[src/rtl/pipe_stage_skid_pkg.sv]
// Shared definitions for the elastic pipeline stage: occupancy encodings and
// the default-width entry record.
package pipe_stage_skid_pkg;

  localparam int unsigned PKG_DATA_W  = 8;
  localparam int unsigned PKG_NFIELDS = 4;
  localparam int unsigned PKG_PAYLOAD_W = PKG_DATA_W * PKG_NFIELDS;

  localparam logic [1:0] CNT_EMPTY = 2'd0;
  localparam logic [1:0] CNT_ONE   = 2'd1;
  localparam logic [1:0] CNT_FULL  = 2'd2;

  typedef struct packed {
    logic [PKG_PAYLOAD_W-1:0] data;
    logic                     irq;
    logic                     valid;
  } pipe_entry_t;

endpackage

[src/rtl/pipe_stage_skid_if.sv]
// Upstream/downstream handshake bundle for pipe_stage_skid; the stage takes the
// slave view, the surrounding pipeline drives it through the master view.
interface pipe_stage_skid_if #(
  parameter int unsigned DATA_W  = 8,
  parameter int unsigned NFIELDS = 4
);
  logic                        in_valid;
  logic                        in_ready;
  logic [NFIELDS*DATA_W-1:0]   in_data;
  logic                        in_irq;
  logic                        flush;
  logic                        out_valid;
  logic                        out_ready;
  logic [NFIELDS*DATA_W-1:0]   out_data;
  logic                        out_irq;

  modport slave (
    input  in_valid, in_data, in_irq, flush, out_ready,
    output in_ready, out_valid, out_data, out_irq
  );

  modport master (
    output in_valid, in_data, in_irq, flush, out_ready,
    input  in_ready, out_valid, out_data, out_irq
  );
endinterface

[src/rtl/pipe_stage_skid_entry_reg.sv]
// One storage slot of the skid stage: payload, irq flag and valid bit, with a
// clear that leaves a NOP in field 0 so an unqualified reader sees a bubble.
module pipe_entry_reg #(
  parameter int unsigned      DATA_W  = 8,
  parameter int unsigned      NFIELDS = 4,
  parameter logic [DATA_W-1:0] NOP_VAL = '0
) (
  input  logic                      clk,
  input  logic                      rst,
  input  logic                      load,
  input  logic                      drop,
  input  logic                      clear,
  input  logic [NFIELDS*DATA_W-1:0] d_data,
  input  logic                      d_irq,
  output logic [NFIELDS*DATA_W-1:0] q_data,
  output logic                      q_irq,
  output logic                      q_valid
);
  localparam int unsigned W = NFIELDS * DATA_W;

  // NOTE: sequential state uses non-blocking assignments so every flop samples
  // pre-edge values regardless of process evaluation order.
  always_ff @(posedge clk or posedge rst) begin
    if (rst) begin
      q_data  <= W'(NOP_VAL);
      q_irq   <= 1'b0;
      q_valid <= 1'b0;
    end else if (clear) begin
      // Bubble: only the instruction slot is overwritten, other fields hold.
      q_data[DATA_W-1:0] <= NOP_VAL;
      q_irq              <= 1'b0;
      q_valid            <= 1'b0;
    end else if (load) begin
      q_data  <= d_data;
      q_irq   <= d_irq;
      q_valid <= 1'b1;
    end else if (drop) begin
      q_irq   <= 1'b0;
      q_valid <= 1'b0;
    end
  end

endmodule

[src/rtl/pipe_stage_skid.sv]
// Elastic pipeline register with a 2-entry skid buffer, flush-to-bubble and
// sticky interrupt capture; in_ready is decoded from registered occupancy only.
module pipe_stage_skid
  import pipe_stage_skid_pkg::*;
#(
  parameter int unsigned       DATA_W  = 8,
  parameter int unsigned       NFIELDS = 4,
  parameter logic [DATA_W-1:0] NOP_VAL = '0
) (
  input  logic                 clk,
  input  logic                 rst,
  pipe_stage_skid_if.slave     bus
);
  localparam int unsigned W = NFIELDS * DATA_W;

  logic [1:0]   cnt_q, cnt_d;
  logic         irq_pend_q, irq_pend_d;

  logic         acc, pop, irq_in;
  logic         main_load, main_from_skid, main_drop, main_clear;
  logic         skid_load, skid_drop, skid_clear;

  logic [W-1:0] main_data, skid_data, main_d_data;
  logic         main_irq, skid_irq, main_d_irq;
  logic         main_valid, skid_valid;

  assign bus.in_ready  = (cnt_q != CNT_FULL);
  assign bus.out_valid = main_valid;
  assign bus.out_data  = main_data;
  assign bus.out_irq   = main_irq;

  assign acc    = bus.in_valid & bus.in_ready;
  assign pop    = main_valid & bus.out_ready;
  assign irq_in = bus.in_irq | irq_pend_q;

  assign main_d_data = main_from_skid ? skid_data : bus.in_data;
  assign main_d_irq  = main_from_skid ? skid_irq  : irq_in;

  always_ff @(posedge clk or posedge rst) begin
    if (rst) begin
      cnt_q      <= CNT_EMPTY;
      irq_pend_q <= 1'b0;
    end else begin
      cnt_q      <= cnt_d;
      irq_pend_q <= irq_pend_d;
    end
  end

  // NOTE: every output of this block gets a default first, so no path through
  // the case statement can leave a signal unassigned and infer a latch.
  always_comb begin
    cnt_d          = cnt_q;
    main_load      = 1'b0;
    main_from_skid = 1'b0;
    main_drop      = 1'b0;
    main_clear     = 1'b0;
    skid_load      = 1'b0;
    skid_drop      = 1'b0;
    skid_clear     = 1'b0;
    irq_pend_d     = acc ? 1'b0 : (irq_pend_q | bus.in_irq);

    if (bus.flush) begin
      cnt_d      = CNT_EMPTY;
      main_clear = 1'b1;
      skid_clear = 1'b1;
      // A word popped this cycle was delivered with its flag, so only entries
      // that are actually thrown away fold their irq back into the pending bit.
      irq_pend_d = irq_pend_q | bus.in_irq
                 | (main_valid & main_irq & ~pop)
                 | (skid_valid & skid_irq);
    end else begin
      unique case (cnt_q)
        CNT_EMPTY: begin
          if (acc) begin
            main_load = 1'b1;
            cnt_d     = CNT_ONE;
          end
        end
        CNT_ONE: begin
          if (acc && pop) begin
            main_load = 1'b1;
          end else if (acc) begin
            skid_load = 1'b1;
            cnt_d     = CNT_FULL;
          end else if (pop) begin
            main_drop = 1'b1;
            cnt_d     = CNT_EMPTY;
          end
        end
        CNT_FULL: begin
          if (pop) begin
            main_load      = 1'b1;
            main_from_skid = 1'b1;
            skid_drop      = 1'b1;
            cnt_d          = CNT_ONE;
          end
        end
        default: begin
          cnt_d      = CNT_EMPTY;
          main_clear = 1'b1;
          skid_clear = 1'b1;
        end
      endcase
    end
  end

  pipe_entry_reg #(.DATA_W(DATA_W), .NFIELDS(NFIELDS), .NOP_VAL(NOP_VAL)) u_main (
    .clk     (clk),
    .rst     (rst),
    .load    (main_load),
    .drop    (main_drop),
    .clear   (main_clear),
    .d_data  (main_d_data),
    .d_irq   (main_d_irq),
    .q_data  (main_data),
    .q_irq   (main_irq),
    .q_valid (main_valid)
  );

  pipe_entry_reg #(.DATA_W(DATA_W), .NFIELDS(NFIELDS), .NOP_VAL(NOP_VAL)) u_skid (
    .clk     (clk),
    .rst     (rst),
    .load    (skid_load),
    .drop    (skid_drop),
    .clear   (skid_clear),
    .d_data  (bus.in_data),
    .d_irq   (irq_in),
    .q_data  (skid_data),
    .q_irq   (skid_irq),
    .q_valid (skid_valid)
  );

  a_cnt_range : assert property (@(posedge clk) disable iff (rst) cnt_q <= CNT_FULL);

  a_refused_holds : assert property (@(posedge clk) disable iff (rst)
    (bus.in_valid && !bus.in_ready && !pop && !bus.flush)
      |=> ($stable(cnt_q) && $stable(main_data) && $stable(skid_data)));

endmodule

[src/flat_wrapper.sv]
// flat-port wrapper written by rule: the top's interface ports become plain ports
module pipe_stage_skid_flat import pipe_stage_skid_pkg::*;
#(
  parameter int unsigned       DATA_W  = 8,
  parameter int unsigned       NFIELDS = 4,
  parameter logic [DATA_W-1:0] NOP_VAL = '0
)
  (clk, rst, bus_in_valid, bus_in_data, bus_in_irq, bus_flush, bus_out_ready, bus_in_ready, bus_out_valid, bus_out_data, bus_out_irq);
  pipe_stage_skid_if #(.DATA_W(DATA_W), .NFIELDS(NFIELDS)) bus_i ();
  input  logic clk;
  input  logic rst;
  input wire logic [$bits(bus_i.in_valid)-1:0] bus_in_valid;
  input wire logic [$bits(bus_i.in_data)-1:0] bus_in_data;
  input wire logic [$bits(bus_i.in_irq)-1:0] bus_in_irq;
  input wire logic [$bits(bus_i.flush)-1:0] bus_flush;
  input wire logic [$bits(bus_i.out_ready)-1:0] bus_out_ready;
  output wire logic [$bits(bus_i.in_ready)-1:0] bus_in_ready;
  output wire logic [$bits(bus_i.out_valid)-1:0] bus_out_valid;
  output wire logic [$bits(bus_i.out_data)-1:0] bus_out_data;
  output wire logic [$bits(bus_i.out_irq)-1:0] bus_out_irq;
  assign bus_i.in_valid = bus_in_valid;
  assign bus_i.in_data = bus_in_data;
  assign bus_i.in_irq = bus_in_irq;
  assign bus_i.flush = bus_flush;
  assign bus_i.out_ready = bus_out_ready;
  assign bus_in_ready = bus_i.in_ready;
  assign bus_out_valid = bus_i.out_valid;
  assign bus_out_data = bus_i.out_data;
  assign bus_out_irq = bus_i.out_irq;
  pipe_stage_skid #(.DATA_W(DATA_W), .NFIELDS(NFIELDS), .NOP_VAL(NOP_VAL)) u_core (.clk(clk), .rst(rst), .bus(bus_i));
endmodule
[config.mk]
export PLATFORM = sky130hd
export DESIGN_NAME = pipe_stage_skid_flat
export DESIGN_NICKNAME = d
export VERILOG_FILES = /design/src/rtl/pipe_stage_skid_pkg.sv /design/src/rtl/pipe_stage_skid_if.sv /design/src/rtl/pipe_stage_skid_entry_reg.sv /design/src/rtl/pipe_stage_skid.sv /design/src/flat_wrapper.sv
export SDC_FILE = /design/constraint.sdc
export NUM_CORES = 1
export LEC_CHECK = 0
export BUFFER_PORTS_ARGS = -buffer_cell sky130_fd_sc_hd__buf_2
export CORE_AREA = 2 2 106 108
export DETAILED_ROUTE_END_ITERATION = 7
export DIE_AREA = 0 0 108 110
export PLACE_DENSITY = 0.48
export SYNTH_ARGS = -nofsm -noshare
export SYNTH_HDL_FRONTEND = slang
export SYNTH_SLANG_ARGS = --single-unit
[constraint.sdc]
create_clock -name clk -period 2.24 [get_ports clk]
set_clock_uncertainty 0.15 [all_clocks]
set_input_delay 0.112 -clock clk [delete_from_list [all_inputs] [get_ports clk]]
set_output_delay 0.112 -clock clk [all_outputs]
set_load 0.01 [all_outputs]
* Word-level counts from Yosys, hierarchy flattened
Index checks and enable logic that the tools add are counted.
Word-level totals: output and inout port bits 35, word-level logic and storage cells 78, bits of input ports 38, bits in registers 71
Operators by class: reductions and logical operators 10, eq/ne operators 7, mux-type cells 41, bitwise logic cells 10
Operators by type and width (count):
- $mux 32 | 1
- $mux 8 | 4
- $mux 1 | 28
- $mux 2 | 6
- $ne 3x2->1 const B | 2
- $pmux 2 s3 | 1
- $reduce_bool 3->1 | 2
- $and 1x1->1 | 5
- $ne 4x2->1 const B | 1
- $reduce_and 2->1 | 2
- $reduce_and 4->1 | 1
- $reduce_bool 2->1 | 2
- $ne 3x3->1 const B | 1
- $or 1x1->1 | 3
- $pmux 1 s3 | 1
- $reduce_or 3->1 | 1
- $eq 2x1->1 const B | 1
- $eq 2x2->1 const B | 1
- $logic_not 2->1 | 1
- $ne 2x2->1 const B | 1
- $not 1->1 | 2
- $logic_and 1x1->1 | 1

* Depth between registers and ports, before layout
Gate-level depths: netlist of the first run.
word-level depth 9, depth in mapped cells 7, mapped depth without buffers 4

* By module
Synthesis of the first run repeated with hierarchy kept, for this count alone.
Unflattened totals: cell total of the unflattened synthesis 240, area total of the unflattened synthesis 3432.0 um^2
Modules (own cells, without submodules):
- pipe_entry_reg | instances 2, sequential area each 850.8 um^2, area an instance 1386.3 um^2, cells an instance 86
- pipe_stage_skid | instances 1, sequential area each 75.1 um^2, area an instance 659.4 um^2, cells an instance 68

* Least setup slack after synthesis of the first run
Ideal clock, no wire load.
kind register to register, start register u_core.u_main.q_valid, end register u_core.u_skid.q_data[10], cell stages (with the launch flop) 8, buffers on the path 3, arrival 1492 ps, period minus slack after synthesis 1759 ps, data required time 1973 ps, setup slack 481 ps, setup time 117 ps, cells stage by stage dfrtp_1 > buf_2 > a21bo_1 > or3_1 > buf_2 > buf_6 > nand2_1 > nand2_1
Between the ends: word-level cells in the longest chain between the ends 6
Ends and longest elaborated chain:
- start: declaration | RTL line pipe_stage_skid_entry_reg.sv:17 | output logic q_valid
- start signal: assignment | RTL line pipe_stage_skid_entry_reg.sv:27 | q_valid <= 1'b0;
- start signal: assignment | RTL line pipe_stage_skid_entry_reg.sv:32 | q_valid <= 1'b0;
- start signal: assignment | RTL line pipe_stage_skid_entry_reg.sv:36 | q_valid <= 1'b1;
- $and 1x1->1 | RTL line pipe_stage_skid.sv:33 | assign pop = main_valid & bus.out_ready;
- $logic_and 1x1->1 | RTL line pipe_stage_skid.sv:80 | if (acc && pop) begin
- $mux 1 | RTL line pipe_stage_skid.sv:80
- $mux 1 | RTL line pipe_stage_skid.sv:72 | unique case (cnt_q)
- $mux 1 | RTL line pipe_stage_skid.sv:62 | if (bus.flush) begin
- $reduce_and 2->1 (no source line)
- end signal: assignment | RTL line pipe_stage_skid_entry_reg.sv:25 | q_data <= W'(NOP_VAL);
- end signal: assignment | RTL line pipe_stage_skid_entry_reg.sv:34 | q_data <= d_data;
- end: declaration | RTL line pipe_stage_skid_entry_reg.sv:15 | output logic [NFIELDS*DATA_W-1:0] q_data,
No other way between the ends. A chain may end at the register's enable or synchronous reset.

* Final worst setup path of the first run
start register u_core.cnt_q[0], end register u_core.u_main.q_data[0]
Between the ends: word-level cells in the longest chain between the ends 7, elaborated cells on any way between the ends 19, those cells by class eq/ne: 3; mux: 11; bitwise: 1; reduce/logical: 4
Ends and longest elaborated chain:
- start: declaration | RTL line pipe_stage_skid.sv:16 | logic [1:0] cnt_q, cnt_d;
- start signal: assignment | RTL line pipe_stage_skid.sv:44 | cnt_q <= cnt_d;
- $ne 2x2->1 | RTL line pipe_stage_skid.sv:27 | assign bus.in_ready = (cnt_q != CNT_FULL);
- $and 1x1->1 | RTL line pipe_stage_skid.sv:32 | assign acc = bus.in_valid & bus.in_ready;
- $logic_and 1x1->1 | RTL line pipe_stage_skid.sv:80
- $mux 1 | RTL line pipe_stage_skid.sv:80
- $pmux 1 s3 | RTL line pipe_stage_skid.sv:72
- $mux 1 | RTL line pipe_stage_skid.sv:62
- $reduce_bool 2->1 (no source line)
- end signal: assignment | RTL line pipe_stage_skid_entry_reg.sv:25
- end signal: assignment | RTL line pipe_stage_skid_entry_reg.sv:34
- end: declaration | RTL line pipe_stage_skid_entry_reg.sv:15
Parallel ways exist; a longest one is shown, timed or not. The select of a mux whose other input is x is not followed.

==> results of run 1 <==
-- final cells by class --
type | instances | area (um^2) | area share [%]
well taps | 140 | 175.2 | 4.174
flip-flops and latches | 71 | 1777 | 42.34
repair buffers | 119 | 803.3 | 19.14
inverters | 2 | 7.507 | 0.1789
multi-input cells | 210 | 1266 | 30.17
clock inverters | 3 | 18.77 | 0.4472
clock buffers | 13 | 148.9 | 3.548
-- through the flow --
step / utilization [%] / power (mW) / hold WS, ns
5_1_grt: 39.23 / 3.531 / 0.05044
3_3_place_gp: 34.29 / 2.364 / 0.09978
6_report: 39.23 / 3.309 / 0.02237
4_1_cts: 39.23 / 3.359 / 0.0001864
3_5_place_dp: 34.29 / 2.378 / 0.1024
2_1_floorplan: - / 2.106 / 0.06744
-- where the power goes --
| group | switching, mW | internal, mW | leakage [nW] |
|---|---|---|---|
| registers | 0.154 | 1.56 | 0.876 |
| clock network | 0.486 | 0.432 | 0.0874 |
| logic | 0.368 | 0.314 | 1.00 |
-- repair_timing --
item                      4_1_cts  5_1_grt
hold endpoints to repair      139        0
resized for setup               0        0
hold buffers                   36        0
-- kinds of logic (layout without fill, tap and decap cells) --
family | count (synthesis) | count (layout) | synth area share [%]
compound gates | 59 | 59 | 12.81
buf+inv | 20 | 137 | 3.818
flops | 71 | 71 | 56.48
mux | 33 | 33 | 10.54
simple gates | 118 | 118 | 16.35
-- state kept, by name, summed over array words and instances (netlist names) --
signal and count:
u_core.u_skid.q_irq 1, u_core.u_skid.q_valid 1, u_core.irq_pend_q 1, u_core.u_main.q_irq 1
u_core.u_skid.q_data 32, u_core.cnt_q 2, u_core.u_main.q_valid 1, u_core.u_main.q_data 32
-- cell usage in the layout, fill, tap and decap left out, types with 3 or more instances in the layout --
master	n
a21oi_1	25
a22o_1	8
a31oi_1	3
buf_2	72
buf_4	11
clkbuf_1	3
clkbuf_8	10
dfrtp_1	71
dlygate4sd3_1	36
mux2i_1	32
nand2_1	76
nand2b_1	3
nand3b_1	3
nor2_1	29
o21ai_0	4
o2bb2ai_1	8
-- tightest hold or removal path: stages --
cell and delay, ns:
buf_2 0.16, a21oi_1 0.08, nor2_1 0.09, a31oi_1 0.04
-- path summary, 6_finish.rpt --
path / startpoint / to / slack, ns / cells past startpoint
max in group asynchronous: rst / u_core.u_skid.q_data[1]$_DFFE_PP0P_ / 1.31 / 4
min in group asynchronous: rst / u_core.u_skid.q_data[19]$_DFFE_PP0P_ / 0.25 / 4
worst min register to register: u_core.u_skid.q_data[26]$_DFFE_PP0P_ / u_core.u_skid.q_data[26]$_DFFE_PP0P_ / 0.33 / 2
worst min-delay path: bus_in_valid / u_core.irq_pend_q$_DFF_PP0_ / 0.02 / 4
worst max-delay path: u_core.cnt_q[0]$_DFFE_PP0P_ / u_core.u_main.q_data[0]$_DFFE_PP0P_ / 0.33 / 3
worst max register to register: u_core.cnt_q[0]$_DFFE_PP0P_ / u_core.u_main.q_data[0]$_DFFE_PP0P_ / 0.33 / 3
-- per-layer routing --
layer	share of wire (%)	global-route usage (%)	up-vias
met5	0	0	-
met2	50	22.42	45
met4	1.7	6.319	0
met1	45	17.22	1177
li1	-	-	1252
met3	3.3	3.233	9
==> qor.txt, run 1 <==
CTS H-tree lvls = 3
CP Max Fanout = 9
Total iterations of the first detailed-routing run = 5
Netlist cell types = 32
Vias = 2,483
Cell area after layout = 4197 um^2
Most instantiated library cell after synthesis = nand2_1
Synthesized area = 3146 um^2
RSZ-0062 raised after global routing = no
Initial antenna violation count = 0
Crit-path slowest cell = a31oi_1
Grt total ovfl = 0
Vias in the first global route = 2,425
Non-filler cells, final = 558
Register area share after synthesis = 56.48%
Synth top area share = 56.48%
Crit end category = register
Number of setup violations in the final report = 0
Largest area contributor in the synthesized netlist = dfrtp_1
Vias per std cell = 4.450
CTS buffer count = 9
GRT Util Overall = 13.69%
Clock Pin Slew Worst Setup and Hold Paths = 0.07 ns
Fin nets = 451
Pins Over Slew Limit = 0
Row count = 38
Yosys warns = 0
Root buffer cell = clkbuf_8
First-pass GRT wire length = 12,220 um
Die area = 11,880 um^2
Setup ws final = 0.3313 ns
Worst path cell trace = a21bo_1, a31oi_1, o2bb2ai_1
Top post-synthesis cells by count = 76 x nand2_1, 71 x dfrtp_1, 32 x mux2i_1
Core area = 10,700 um^2
Final Wtd Congestion = 0.7482
Routed len/inst = 13.72 um
Worst-Margin Slew = 0.8086 ns
Clock Path Buffers = 2
EDFF count, synth = 0
CTS tree = built
# DRC = 0
FMAX = 0.5239 GHz
Worst path max stage delay = 0.68 ns
Worst skew pair latency = 0.35 ns
Seq cells post-synth = 71
CP top delay family = compound AO/OA/AOI/OAI gates
Top Ports = 73
Largest net degree at the start of global routing = 39
Fillers = 1,088
Type of the tightest min-delay check = input port to register
Placed cell areas = 3669 um^2
Postcts setup bufs = 0
DRT Wirelength = 7654 um
Gate Count Post-Synth = 301
Hold Fails Final Rpt = 0
Clk sinks = 71
Buffers & Inverters on Critical Path = 0
Inst Count DP = 506
Post-Syn Area per Cell = 10.45 um^2
Synthesized Nets = 339
Worst slack, placed = 0.3400 ns
PwrDens = 788.5 nW/um^2
Synth top area cells = dfrtp_1 56%, mux2i_1 10%, nand2_1 9.1%
CP Launch Type = register
Worst VDD drop = 351.3 uV
Area Growth Syn to Fin = 33.41%
Status = completed
Layout cells sized above 1 = 24.88%
Die X = 108 um
Leak Pwr = 1.964 nW
Setup CP Type = register to register
Slew HR = 45.84%
Initial Util = 29.40%
Required time worst endpoint = 2.29 ns
Max_cap viols = 0
Detailed placement HPWL = 4909 um
Arrival @ worst endpoint = 1.96 ns
Post-synth ARST share = 100.0%
Vert. Die Dim = 110 um
Diode count = 0
Initial drt markers = 76
Crit path time final = 1.909 ns
Post-route antenna net violation count = 0
Setup TNS = 0 ns
Tcrit/Tclk final = 85.21%
I/O Buffers = 72
Most common flop cell mapped by yosys = dfrtp_1
Power figures use the tool's default switching activity.
==> run 2, diff against run 1 <==
--- a/config.mk
+++ b/config.mk
@@ -5,11 +5,13 @@
 export SDC_FILE = /design/constraint.sdc
 export NUM_CORES = 1
 export LEC_CHECK = 0
+export ABC_AREA = 1
+export ABC_CLOCK_PERIOD_IN_PS = 2240
 export BUFFER_PORTS_ARGS = -buffer_cell sky130_fd_sc_hd__buf_2
-export CORE_AREA = 2 2 106 108
+export CORE_AREA = 2 2 108 110
 export DETAILED_ROUTE_END_ITERATION = 7
-export DIE_AREA = 0 0 108 110
-export PLACE_DENSITY = 0.48
+export DIE_AREA = 0 0 110 112
+export PLACE_DENSITY = 0.47
 export SYNTH_ARGS = -nofsm -noshare
 export SYNTH_HDL_FRONTEND = slang
 export SYNTH_SLANG_ARGS = --single-unit
==> run 2 against run 1 <==
Hold slack improved by 0.025 ns. Global-route usage fell by 0.34 points. Largest power group unchanged. Cell count rose by 21%. Highest routed layer unchanged.
==> qor.txt, run 2 <==
Initial Util = 29.15%
R2R Setup Slk = 0.43 ns
Worst VDD drop = 334.9 uV
Netlist cell types = 20
Gate Count Post-Synth = 422
Type of the tightest min-delay check = input port to register
CTS H-tree lvls = 3
Clk pwr share = 34.1%
Largest area contributor in the synthesized netlist = dfrtp_1
Area Growth Syn to Fin = 34.15%
Post-route antenna net violation count = 0
Top Ports = 73
Most common flop cell mapped by yosys = dfrtp_1
Largest net degree at the start of global routing = 68
Max_cap viols = 0
Pins Over Slew Limit = 0
Clock Pin Slew Worst Setup and Hold Paths = 0.05 ns
Most common cell after layout, fill and taps aside = nand2_1
Post-Syn Area per Cell = 7.718 um^2
Fin nets = 567
Postcts setup bufs = 0
Tcrit/Tclk final = 81.69%
First-pass GRT wire length = 12,860 um
Vert. Die Dim = 112 um
Synthesized Nets = 460
Sw Share = 28.06%
Crit Reg-Reg Endpoint = u_core.u_skid.q_data[23]$_DFFE_PP0P_
Crit path time final = 1.830 ns
Hold Path Sink = u_core.irq_pend_q$_DFF_PP0_
Setup TNS = 0 ns
Leak Pwr = 2.256 nW
Pwr Total = 3.839 mW
Hold Path Depth = 4
Sw power = 1.077 mW
Most instantiated library cell after synthesis = nand2_1
R2R cell count = 8
Synthesized area = 3257 um^2
EDFF count, synth = 0
Non-filler cells, final = 677
Vias in the first global route = 2,749
Register area share after synthesis = 54.55%
Inst Count DP = 626
Crit end category = register
CTS tree = built
Clock Path Buffers = 2
P_int = 2.762 mW
GRT Util Overall = 13.35%
Routed len/inst = 11.07 um
Vias = 2,880
Setup CP Type = input port to register
RSZ-0062 raised after global routing = no
Die area = 12,320 um^2
Detailed placement HPWL = 4918 um
Hold Slack = 0.04692 ns
Status = completed
Post-synth ARST share = 100.0%
CP Launch Type = input port
Post-CTS Hold Buffers = 35
# DRC = 0
Placed cell areas = 3747 um^2
Hold Crit Start = bus_in_valid
Hold Fails Final Rpt = 0
Seq cells post-synth = 71
DRT Wirelength = 7493 um
Initial drt markers = 137
Cell area after layout = 4369 um^2
Comb power frac = 20.4%
I/O Buffers = 72
CTS buffer count = 9
Arrival @ worst endpoint = 1.94 ns
Worst-Margin Slew = 0.5688 ns
Regs by FF count = u_core.u_main.q_data (32), u_core.u_skid.q_data (32), u_core.cnt_q (2)
Row count = 39
FMAX = 0.5465 GHz
Final Wtd Congestion = 0.8249
PwrDens = 878.7 nW/um^2
Reg2reg start = u_core.cnt_q[1]$_DFFE_PP0P_
Most frequent cells in the layout = 177 x nand2_1, 72 x buf_2, 71 x dfrtp_1, 55 x nor2_1, 38 x inv_1
Grt total ovfl = 0
CP Max Fanout = 10
Initial antenna violation count = 0
Root buffer cell = clkbuf_16
Post-CTS sizing = 0
Slew HR = 62.08%
Total iterations of the first detailed-routing run = 6
Die X = 110 um
Top post-synthesis cells by count = 177 x nand2_1, 71 x dfrtp_1, 56 x nor2_1
Synth top area share = 54.55%
Flop pwr share = 45.5%
Core area = 11,170 um^2
Synth top area cells = dfrtp_1 55%, nand2_1 20%, nor2_1 6.5%
Worst skew pair latency = 0.33 ns
Clk sinks = 71
Layout cells sized above 1 = 18.54%
Diode count = 0
Yosys warns = 0
Required time worst endpoint = 2.35 ns
Number of setup violations in the final report = 0
Vias per std cell = 4.254
## run 2: worst max path at each step
stage,from,cells after the start,to
after global placement,u_core.cnt_q[1]$_DFFE_PP0P_,5,u_core.u_main.q_irq$_DFFE_PP0P_
final,bus_flush,7,u_core.u_main.q_valid$_DFFE_PP0P_
after global routing,u_core.cnt_q[1]$_DFFE_PP0P_,8,u_core.u_skid.q_data[24]$_DFFE_PP0P_
after detailed placement,u_core.cnt_q[1]$_DFFE_PP0P_,7,u_core.u_skid.q_data[31]$_DFFE_PP0P_
after floorplan,rst,1,u_core.cnt_q[0]$_DFFE_PP0P_
after CTS,bus_flush,7,u_core.u_main.q_valid$_DFFE_PP0P_
## run 2: layout make-up
type                    instances  area (um^2)
flip-flops and latches         71         1777
inverters                      42        157.7
clock buffers                  16        271.5
repair buffers                114        788.3
multi-input cells             291         1196
fillers                      1154         6805
well taps                     143        178.9
## run 2: routing by layer
metal / part of all wire (%) / up-vias / global-route usage, % / wire [um]
li1: - / 1501 / - / -
met1: 50 / 1316 / 18.16 / 3720
met2: 44 / 54 / 20.08 / 3307
met3: 4.2 / 9 / 2.283 / 315
met4: 2.0 / 0 / 7.089 / 149
met5: 0 / - / 0 / 0
## run 2: cell families (layout without fill, tap and decap cells)
| family | Yosys count | count (layout) | share of synthesized area (%) |
|---|---|---|---|
| flip-flops | 71 | 71 | 54.55 |
| AND/OR/NAND/NOR | 246 | 246 | 29.27 |
| buffers and inverters | 60 | 172 | 8.951 |
| AO/OA/AOI/OAI | 45 | 45 | 7.223 |
## run 2: stage by stage
stage / utilization, % / setup WS (ns)
global placement: 33.53 / 0.3617
CTS: 39.10 / 0.4091
finish: 39.10 / 0.4102
floorplan: - / 0.1814
detailed placement: 33.53 / 0.4390
global route: 39.10 / 0.2413
## run 2: worst max-delay path: stages
cell and delay [ns]:
dlygate4sd3_1 0.54, buf_2 0.15, a21oi_1 0.35, inv_1 0.10
a21oi_2 0.45, nand3_1 0.15, nand2_1 0.09
## run 2: power by group through the flow
stage / registers, mW / logic, mW / clock network [mW]
6_report: 1.75 / 0.785 / 1.31
5_1_grt: 1.79 / 0.903 / 1.42
4_1_cts: 1.75 / 0.802 / 1.36
3_5_place_dp: 1.77 / 0.749 / 0
3_3_place_gp: 1.77 / 0.735 / 0
2_1_floorplan: 1.82 / 0.409 / 0
